--- src/rtl/snl_pkg.sv ---
// Shared types for the serial nibble loader: FSM state encoding and default word width.
// The optional parity stage is enabled with the PARITY_CHECK_EN macro.
package snl_pkg;

  localparam int SNL_WIDTH = 4;

  typedef enum logic [1:0] {
    ST_IDLE   = 2'd0,
    ST_SHIFT  = 2'd1,
    ST_PARITY = 2'd2,
    ST_LOAD   = 2'd3
  } snl_state_e;

endpackage

--- src/rtl/snl_bit_counter.sv ---
// Accepted-bit counter for the loader; saturates at WIDTH and flags the final data bit.
module snl_bit_counter #(
  parameter int WIDTH = 4,
  parameter int CW    = $clog2(WIDTH + 1)
) (
  input  logic clk,
  input  logic reset,
  input  logic clr,
  input  logic inc,
  output logic done
);

  logic [CW-1:0] count;

  always_ff @(posedge clk or posedge reset) begin
    if (reset)                                  count <= '0;
    else if (clr)                               count <= '0;
    else if (inc && (count != CW'(WIDTH)))      count <= count + 1'b1;
  end

  assign done = inc && (count == CW'(WIDTH - 1));

endmodule

--- src/rtl/serial_nibble_loader.sv ---
// Serial-to-parallel front end feeding an enabled D-register bank with a one-cycle load strobe.
// Defining PARITY_CHECK_EN adds an even-parity bit after each word and the frame_err strobe.
module serial_nibble_loader
  import snl_pkg::*;
#(
  parameter int WIDTH     = SNL_WIDTH,
  parameter int MSB_FIRST = 1
) (
  input  logic             clk,
  input  logic             reset,
  input  logic             clear,
  input  logic             s_valid,
  input  logic             s_bit,
  output logic             s_ready,
  output logic [WIDTH-1:0] load_data,
  output logic             load_en,
  output logic             frame_err,
  output logic             busy
);

  snl_state_e       state, state_d;
  logic [WIDTH-1:0] sh, sh_next, word_d;
  logic             take, data_take, done, seq_clr;
  logic             load_set, err_set;

  assign s_ready   = (state != ST_LOAD);
  assign busy      = (state != ST_IDLE);
  // clear wins over a same-cycle accept, so the bit is never taken
  assign take      = s_valid && s_ready && !clear;
  assign data_take = take && ((state == ST_IDLE) || (state == ST_SHIFT));
  assign sh_next   = (MSB_FIRST != 0) ? {sh[WIDTH-2:0], s_bit} : {s_bit, sh[WIDTH-1:1]};
  assign seq_clr   = clear || (state == ST_LOAD) || ((state == ST_PARITY) && take);

  snl_bit_counter #(.WIDTH(WIDTH)) u_cnt (
    .clk   (clk),
    .reset (reset),
    .clr   (seq_clr),
    .inc   (data_take),
    .done  (done)
  );

  always_ff @(posedge clk or posedge reset) begin
    if (reset)          state <= ST_IDLE;
    else                state <= state_d;
  end

  always_comb begin
    state_d  = state;
    load_set = 1'b0;
    err_set  = 1'b0;
    word_d   = sh_next;
    case (state)
      ST_IDLE:  if (take) state_d = ST_SHIFT;
      ST_SHIFT: begin
        if (take && done) begin
`ifdef PARITY_CHECK_EN
          state_d = ST_PARITY;
`else
          state_d  = ST_LOAD;
          load_set = 1'b1;
`endif
        end
      end
`ifdef PARITY_CHECK_EN
      ST_PARITY: begin
        word_d = sh;
        if (take) begin
          if ((^sh ^ s_bit) == 1'b0) begin
            state_d  = ST_LOAD;
            load_set = 1'b1;
          end else begin
            state_d = ST_IDLE;
            err_set = 1'b1;
          end
        end
      end
`endif
      ST_LOAD:  state_d = ST_IDLE;
      default:  state_d = ST_IDLE;
    endcase
    if (clear) state_d = ST_IDLE;
  end

  always_ff @(posedge clk or posedge reset) begin
    if (reset)          sh <= '0;
    else if (seq_clr)   sh <= '0;
    else if (data_take) sh <= sh_next;
  end

  // load_data only moves on a good word; it survives clear and frame errors
  always_ff @(posedge clk or posedge reset) begin
    if (reset) begin
      load_data <= '0;
      load_en   <= 1'b0;
    end else begin
      load_en <= load_set;
      if (load_set) load_data <= word_d;
    end
  end

`ifdef PARITY_CHECK_EN
  always_ff @(posedge clk or posedge reset) begin
    if (reset) frame_err <= 1'b0;
    else       frame_err <= err_set;
  end
`else
  assign frame_err = 1'b0;
  logic unused_err;
  assign unused_err = err_set;
`endif

endmodule

--- config.mk ---
export PLATFORM = sky130hd
export DESIGN_NAME = serial_nibble_loader
export DESIGN_NICKNAME = d
export VERILOG_FILES = /design/src/rtl/snl_pkg.sv /design/src/rtl/snl_bit_counter.sv /design/src/rtl/serial_nibble_loader.sv
export SDC_FILE = /design/constraint.sdc
export NUM_CORES = 1
export LEC_CHECK = 0
export CELL_PAD_IN_SITES_DETAIL_PLACEMENT = 1
export CELL_PAD_IN_SITES_GLOBAL_PLACEMENT = 2
export CORE_MARGIN = 1
export CORE_UTILIZATION = 25
export DETAILED_ROUTE_END_ITERATION = 7
export GPL_TIMING_DRIVEN = 0
export PLACE_DENSITY_LB_ADDON = 0.25
export SLEW_MARGIN = 25
export SYNTH_ARGS = -nofsm -noshare
export SYNTH_HDL_FRONTEND = slang
export SYNTH_HIERARCHICAL = 1
export SYNTH_SLANG_ARGS = --single-unit
--- constraint.sdc ---
create_clock -name clk -period 2.3 [get_ports clk]
set_input_delay 0.46 -clock clk [delete_from_list [all_inputs] [get_ports clk]]
set_output_delay 0.46 -clock clk [all_outputs]
set_load 0.02 [all_outputs]
== Yosys cells after proc, flatten, opt, wreduce, memory -nomap -nowiden ==
Index checks and enable logic that the tools add are counted.

* Equal/unequal tests: 8
* Add/sub/neg operators: 1
* Reduce and logical (&&, ||, !) cells: 16
* Mux-type cells: 10

{| class="wikitable"
|+ Operators with widths
! cell !! number
|-
| 3-bit 2-to-1 mux || 4
|-
| 1-bit logical AND || 7
|-
| 2-bit 2-to-1 mux || 3
|-
| 3-bit inequality test (second input constant) || 2
|-
| 2-bit nonzero test || 3
|-
| 2-bit == test (second input constant) || 2
|-
| 2-bit one-hot mux with 2 select lines || 1
|-
| 3-bit by 1-bit adder with 3-bit output (second input constant) || 1
|-
| 3-bit by 2-bit == test with 1-bit output (second input constant) || 1
|-
| 1-bit logical OR || 3
|-
| 3-bit by 2-bit inequality test with 1-bit output (second input constant) || 1
|-
| 2-bit by 1-bit == test with 1-bit output (second input constant) || 1
|-
| 2-bit logical NOT || 1
|-
| 1-bit 2-to-1 mux || 2
|-
| 2-bit inequality test (second input constant) || 1
|-
| 2-bit AND reduction || 1
|-
| 1-bit logical NOT || 1
|}

* Bits of input ports: 5
* Word-level logic and storage cells: 40
* Register bits after elaboration: 13
* Output and inout bits: 8

== Logic depth before layout (Yosys ltp) ==
* Depth in word-level cells: 9
* Gate-level depth with buffers: 6
* Depth with buffers taken out: 5

== Modules after synthesis ==
Netlist, hierarchy kept.

{| class="wikitable"
|+ By module, submodules not included
! module !! area an instance (sq um) !! seq. area each (sq um) !! cells each !! instances
|-
| serial_nibble_loader || 440.4 || 250.2 || 33 || 1
|-
| snl_bit_counter || 200.2 || 75.1 || 20 || 1
|}

== Worst setup path before layout ==
Ideal clock, no wire load.

* Path kind: input to register
* Start: input s_valid
* End: register load_data[0]
* Library setup time: 0.125 ns
* Data required time: 2.175 ns
* Buffers on the path: 1
* Arrival: 1.509 ns
* Cell stages on the path: 5
* Setup slack: 0.666 ns
* Cells stage by stage: nor3b_4 -> and2_1 -> and3_1 -> buf_6 -> mux2_4

* Longest elaborated chain between the ends: 7

{| class="wikitable"
|+ RTL lines
! item !! RTL line !! source
|-
| from (decl) || serial_nibble_loader.sv:12 || <nowiki>input logic s_valid,</nowiki>
|-
| 1-bit logical AND (2 in series) || serial_nibble_loader.sv:29 || <nowiki>assign take = s_valid && s_ready && !clear;</nowiki>
|-
| 1-bit logical AND || serial_nibble_loader.sv:30 || <nowiki>assign data_take = take && ((state == ST_IDLE) || (state == ST_SHIFT));</nowiki>
|-
| 1-bit logical AND || snl_bit_counter.sv:21 || <nowiki>assign done = inc && (count == CW'(WIDTH - 1));</nowiki>
|-
| via done || serial_nibble_loader.sv:23 || <nowiki>logic take, data_take, done, seq_clr;</nowiki>
|-
| 1-bit logical AND || serial_nibble_loader.sv:55 || <nowiki>if (take && done) begin</nowiki>
|-
| 1-bit 2-to-1 mux || serial_nibble_loader.sv:55 ||
|-
| 1-bit 2-to-1 mux || serial_nibble_loader.sv:52 || <nowiki>case (state)</nowiki>
|-
| via load_set || serial_nibble_loader.sv:24 || <nowiki>logic load_set, err_set;</nowiki>
|-
| to (signal assigned) || serial_nibble_loader.sv:97 || <nowiki>if (load_set) load_data <= word_d;</nowiki>
|-
| to (decl) || serial_nibble_loader.sv:15 || <nowiki>output logic [WIDTH-1:0] load_data,</nowiki>
|}

The timed path passes the listed nets, and every way through them passes these cells.
A chain may end at the register's enable or synchronous reset.

== Worst setup path in the final report ==
* Start: input s_valid
* End: register load_data[0]

* Longest elaborated chain between the ends: 7

{| class="wikitable"
|+ RTL lines
! item !! RTL line
|-
| 1-bit logical AND (2 in series) || serial_nibble_loader.sv:29
|-
| 1-bit logical AND || serial_nibble_loader.sv:30
|-
| via data_take || serial_nibble_loader.sv:23
|-
| 1-bit logical AND || snl_bit_counter.sv:21
|-
| via done || serial_nibble_loader.sv:23
|-
| 1-bit logical AND || serial_nibble_loader.sv:55
|-
| 1-bit 2-to-1 mux || serial_nibble_loader.sv:55
|-
| 1-bit 2-to-1 mux || serial_nibble_loader.sv:52
|-
| via load_set || serial_nibble_loader.sv:24
|}

The timed path passes the listed nets, and every way through them passes these cells.

==> flow_metrics.env <==
export IMPL_synthDominantCellAreaShare_pct=50.8
export IMPL_post_cts_repair_setup_buffers=0
export IMPL_worstSetupStartpoint="s_valid"
export IMPL_place_detailed_instances=92
export IMPL_ys_warn_count=6
export IMPL_max_stage_delay_ns=0.50
export IMPL_outcome="completed"
export IMPL_post_cts_hold_buffer_count=0
export IMPL_io_pin_count=13
export IMPL_area_delta_synth_final_pct=26.8
export IMPL_hp_class="input pin to async pin"
export IMPL_layout_drive_gt1_share_pct=19.1
export IMPL_routed_via_density=4.22
export IMPL_drt_first_pass_iters=2
export IMPL_ys_seq_area_share_pct=50.8
export IMPL_static_leakage_power_uw=0.000379
export IMPL_root_buffer="sky130_fd_sc_hd__clkbuf_4"
export IMPL_antenna_found_initial=0
export IMPL_final_cell_mix="sky130_fd_sc_hd__dfrtp_1 (13), sky130_fd_sc_hd__clkdlybuf4s50_1 (11), sky130_fd_sc_hd__nor2_1 (6), sky130_fd_sc_hd__inv_1 (6)"
export IMPL_crit_path_top_delay_cell="sky130_fd_sc_hd__clkdlybuf4s50_1"
export IMPL_pwr_dens_nw_per_um2=521
export IMPL_cts_max_level=1
export IMPL_coreArea_um2=2320
export IMPL_wl_um=1140
export IMPL_fmax_ghz=0.484
export IMPL_cts_tree="built"
export IMPL_slew_viol_final=0
export IMPL_finalHoldViolCount=0
export IMPL_final_net_count=77
export IMPL_period_needed_ns=2.06
export IMPL_effective_utilization_at_floorplan_pct=27.6
export IMPL_worstSetupEndpointType="flop"
export IMPL_synth_seq_cells=13
export IMPL_via_count_of_the_first_global_routing_pass=405
export IMPL_die_width_um=52.6
export IMPL_final_min_period_over_clock_period_pct=89.8
export IMPL_synth_top_cell_by_area="sky130_fd_sc_hd__dfrtp_1"
export IMPL_post_synth_cell_area_avg_um2=12.1
export IMPL_cp_max_fo=9
export IMPL_tritoncts_num_buffers=3
export IMPL_holdWs_ns=0.382
export IMPL_route_detailed_drc=0
export IMPL_grt_max_degree=11
export IMPL_netlist_instances=53
export IMPL_io_buffers=11
export IMPL_crit_chain="clkdlybuf4s50_1 -> nor3b_4 -> and2_1 -> and3_1 -> buf_6 -> mux2_4"
export IMPL_antenna_cells_inserted=0
export IMPL_timing_critical_path_required_ns=2.45
export IMPL_place_hpwl_um=846
export IMPL_clock_path_buffers=2
export IMPL_vdd_drop_max_mv=0.464
export IMPL_post_synth_main_area_contributors="sky130_fd_sc_hd__dfrtp_1 (51%), sky130_fd_sc_hd__mux2_4 (9.4%), sky130_fd_sc_hd__mux2i_1 (6.3%)"
export IMPL_clock_latency_late_sink_ns=0.27
export IMPL_drtAntennaViolNets=0
export IMPL_synth_cell_types=22
export IMPL_post_layout_nonfiller_instances=96
export IMPL_setup_viol=0
export IMPL_detailroute_via_count=405
export IMPL_layout_cells_most_common="sky130_fd_sc_hd__dfrtp_1"
export IMPL_unrepaired_setup_endpoints_after_global_routing="false"
export IMPL_grt_use_total_pct=10.6
export IMPL_reg2reg_from="state[1]$_DFFE_PP0P_"
export IMPL_crit_arrival_ns=2.22
export IMPL_number_of_placement_rows=17
export IMPL_grt_pass1_wl_um=1990
export IMPL_die_area_um2=2770
export IMPL_synth_fp_nets=61
export IMPL_global_route_overflow_total=0
export IMPL_cp_start_kind="input pin"
export IMPL_synth_area_um2=641
export IMPL_detail_route_wl_per_cell_um=11.8
export IMPL_quantity_of_gates_resized_following_cts=0
export IMPL_initialDrtViolationCount=3
export IMPL_timing_clock_skew_ns=0.00806
export IMPL_clk_pin_slew_ns=0.07
export IMPL_numClockSinks=13
export IMPL_worstSetupPathType="input pin to flop"
export IMPL_die_height_um=52.6
export IMPL_cap_viol_max_count=0
export IMPL_gp_congestion=0.644
stage by stage:
stage          total power [µW]  worst slack [ns]  util (%)  setup TNS, ns  cell area, µm²
2_1_floorplan               271             0.666         -              0             641
3_3_place_gp                288           -0.0179      33.9        -0.0508             786
3_5_place_dp                289           -0.0408      33.9         -0.141             786
4_1_cts                     434             0.218      35.0              0             812
5_1_grt                     448             0.161      35.0              0             812
6_report                    423             0.236      35.0              0             812
state kept, by name, summed over array words and instances, names as in the netlist:
| register | count |
|---|---|
| load_data | 4 |
| sh | 3 |
| u_cnt/count | 3 |
| state | 2 |
| load_en | 1 |
worst max-delay path: cells and delay by family:
family / cells / cell delay (ns)
buf+inv: 2 / 0.63
simple gates: 3 / 0.84
mux: 1 / 0.30
logic make-up after synthesis:
| logic type | after synthesis | synth area share [%] |
|---|---|---|
| AND/OR/NAND/NOR | 15 | 14.1 |
| flip-flops | 13 | 50.8 |
| multiplexers | 8 | 15.6 |
| buffers and inverters | 8 | 6.45 |
| AO/OA/AOI/OAI | 4 | 5.27 |
| adder cells (fa/ha/maj) | 3 | 5.86 |
| other | 1 | 0.585 |
| XOR/XNOR | 1 | 1.37 |
synth_stat cells:
cell,instances
sky130_fd_sc_hd__dfrtp_1,13
sky130_fd_sc_hd__inv_1,6
sky130_fd_sc_hd__nor2_1,6
sky130_fd_sc_hd__mux2_4,4
sky130_fd_sc_hd__mux2i_1,4
sky130_fd_sc_hd__ha_1,3
sky130_fd_sc_hd__o21ai_0,2
sky130_fd_sc_hd__a21boi_4,1
sky130_fd_sc_hd__a21oi_1,1
sky130_fd_sc_hd__and2_1,1
sky130_fd_sc_hd__and3_1,1
sky130_fd_sc_hd__and3_2,1
sky130_fd_sc_hd__buf_4,1
sky130_fd_sc_hd__buf_6,1
sky130_fd_sc_hd__conb_1,1
sky130_fd_sc_hd__nand2_1,1
sky130_fd_sc_hd__nand2b_1,1
sky130_fd_sc_hd__nor3_1,1
sky130_fd_sc_hd__nor3b_4,1
sky130_fd_sc_hd__or2_2,1
sky130_fd_sc_hd__or2b_1,1
sky130_fd_sc_hd__xnor2_1,1
per-layer routing:
metal	global-route usage [%]	wire length, µm	vias up
met1	12.7	515	193
met4	3.95	12	0
li1	-	-	201
met3	5.22	54	2
met2	16.2	553	9
met5	0	0	-
power breakdown:
part	internal, µW	total [µW]	switching, µW
Sequential	233	238	5.22
Clock	67.1	139	72.2
Combinational	22.1	45.0	22.9
Total	322	423	100
final cells by class:
| cell class | instances | area, µm² |
|---|---|---|
| fill | 268 | 1510 |
| sequential | 13 | 325 |
| multi-input combinational | 32 | 274 |
| timing repair buffer | 11 | 110 |
| tap | 28 | 35.0 |
| clock buffer | 4 | 26.3 |
| inverter | 6 | 22.5 |
| buffer | 2 | 18.8 |
worst paths after layout:
check	endpoint	cells after the start	slack, ns
max in group asynchronous	sh[1]$_DFFE_PP0P_	2	1.52
setup reg to reg	load_data[0]$_DFFE_PP0P_	5	0.46
hold reg to reg	load_data[0]$_DFFE_PP0P_	1	0.51
hold / removal	u_cnt/count[0]$_DFFE_PP0P_	2	0.38
setup / recovery	load_data[0]$_DFFE_PP0P_	6	0.24
min in group clk	load_data[0]$_DFFE_PP0P_	1	0.51
Note: power is estimated with default switching activity, not from simulation.
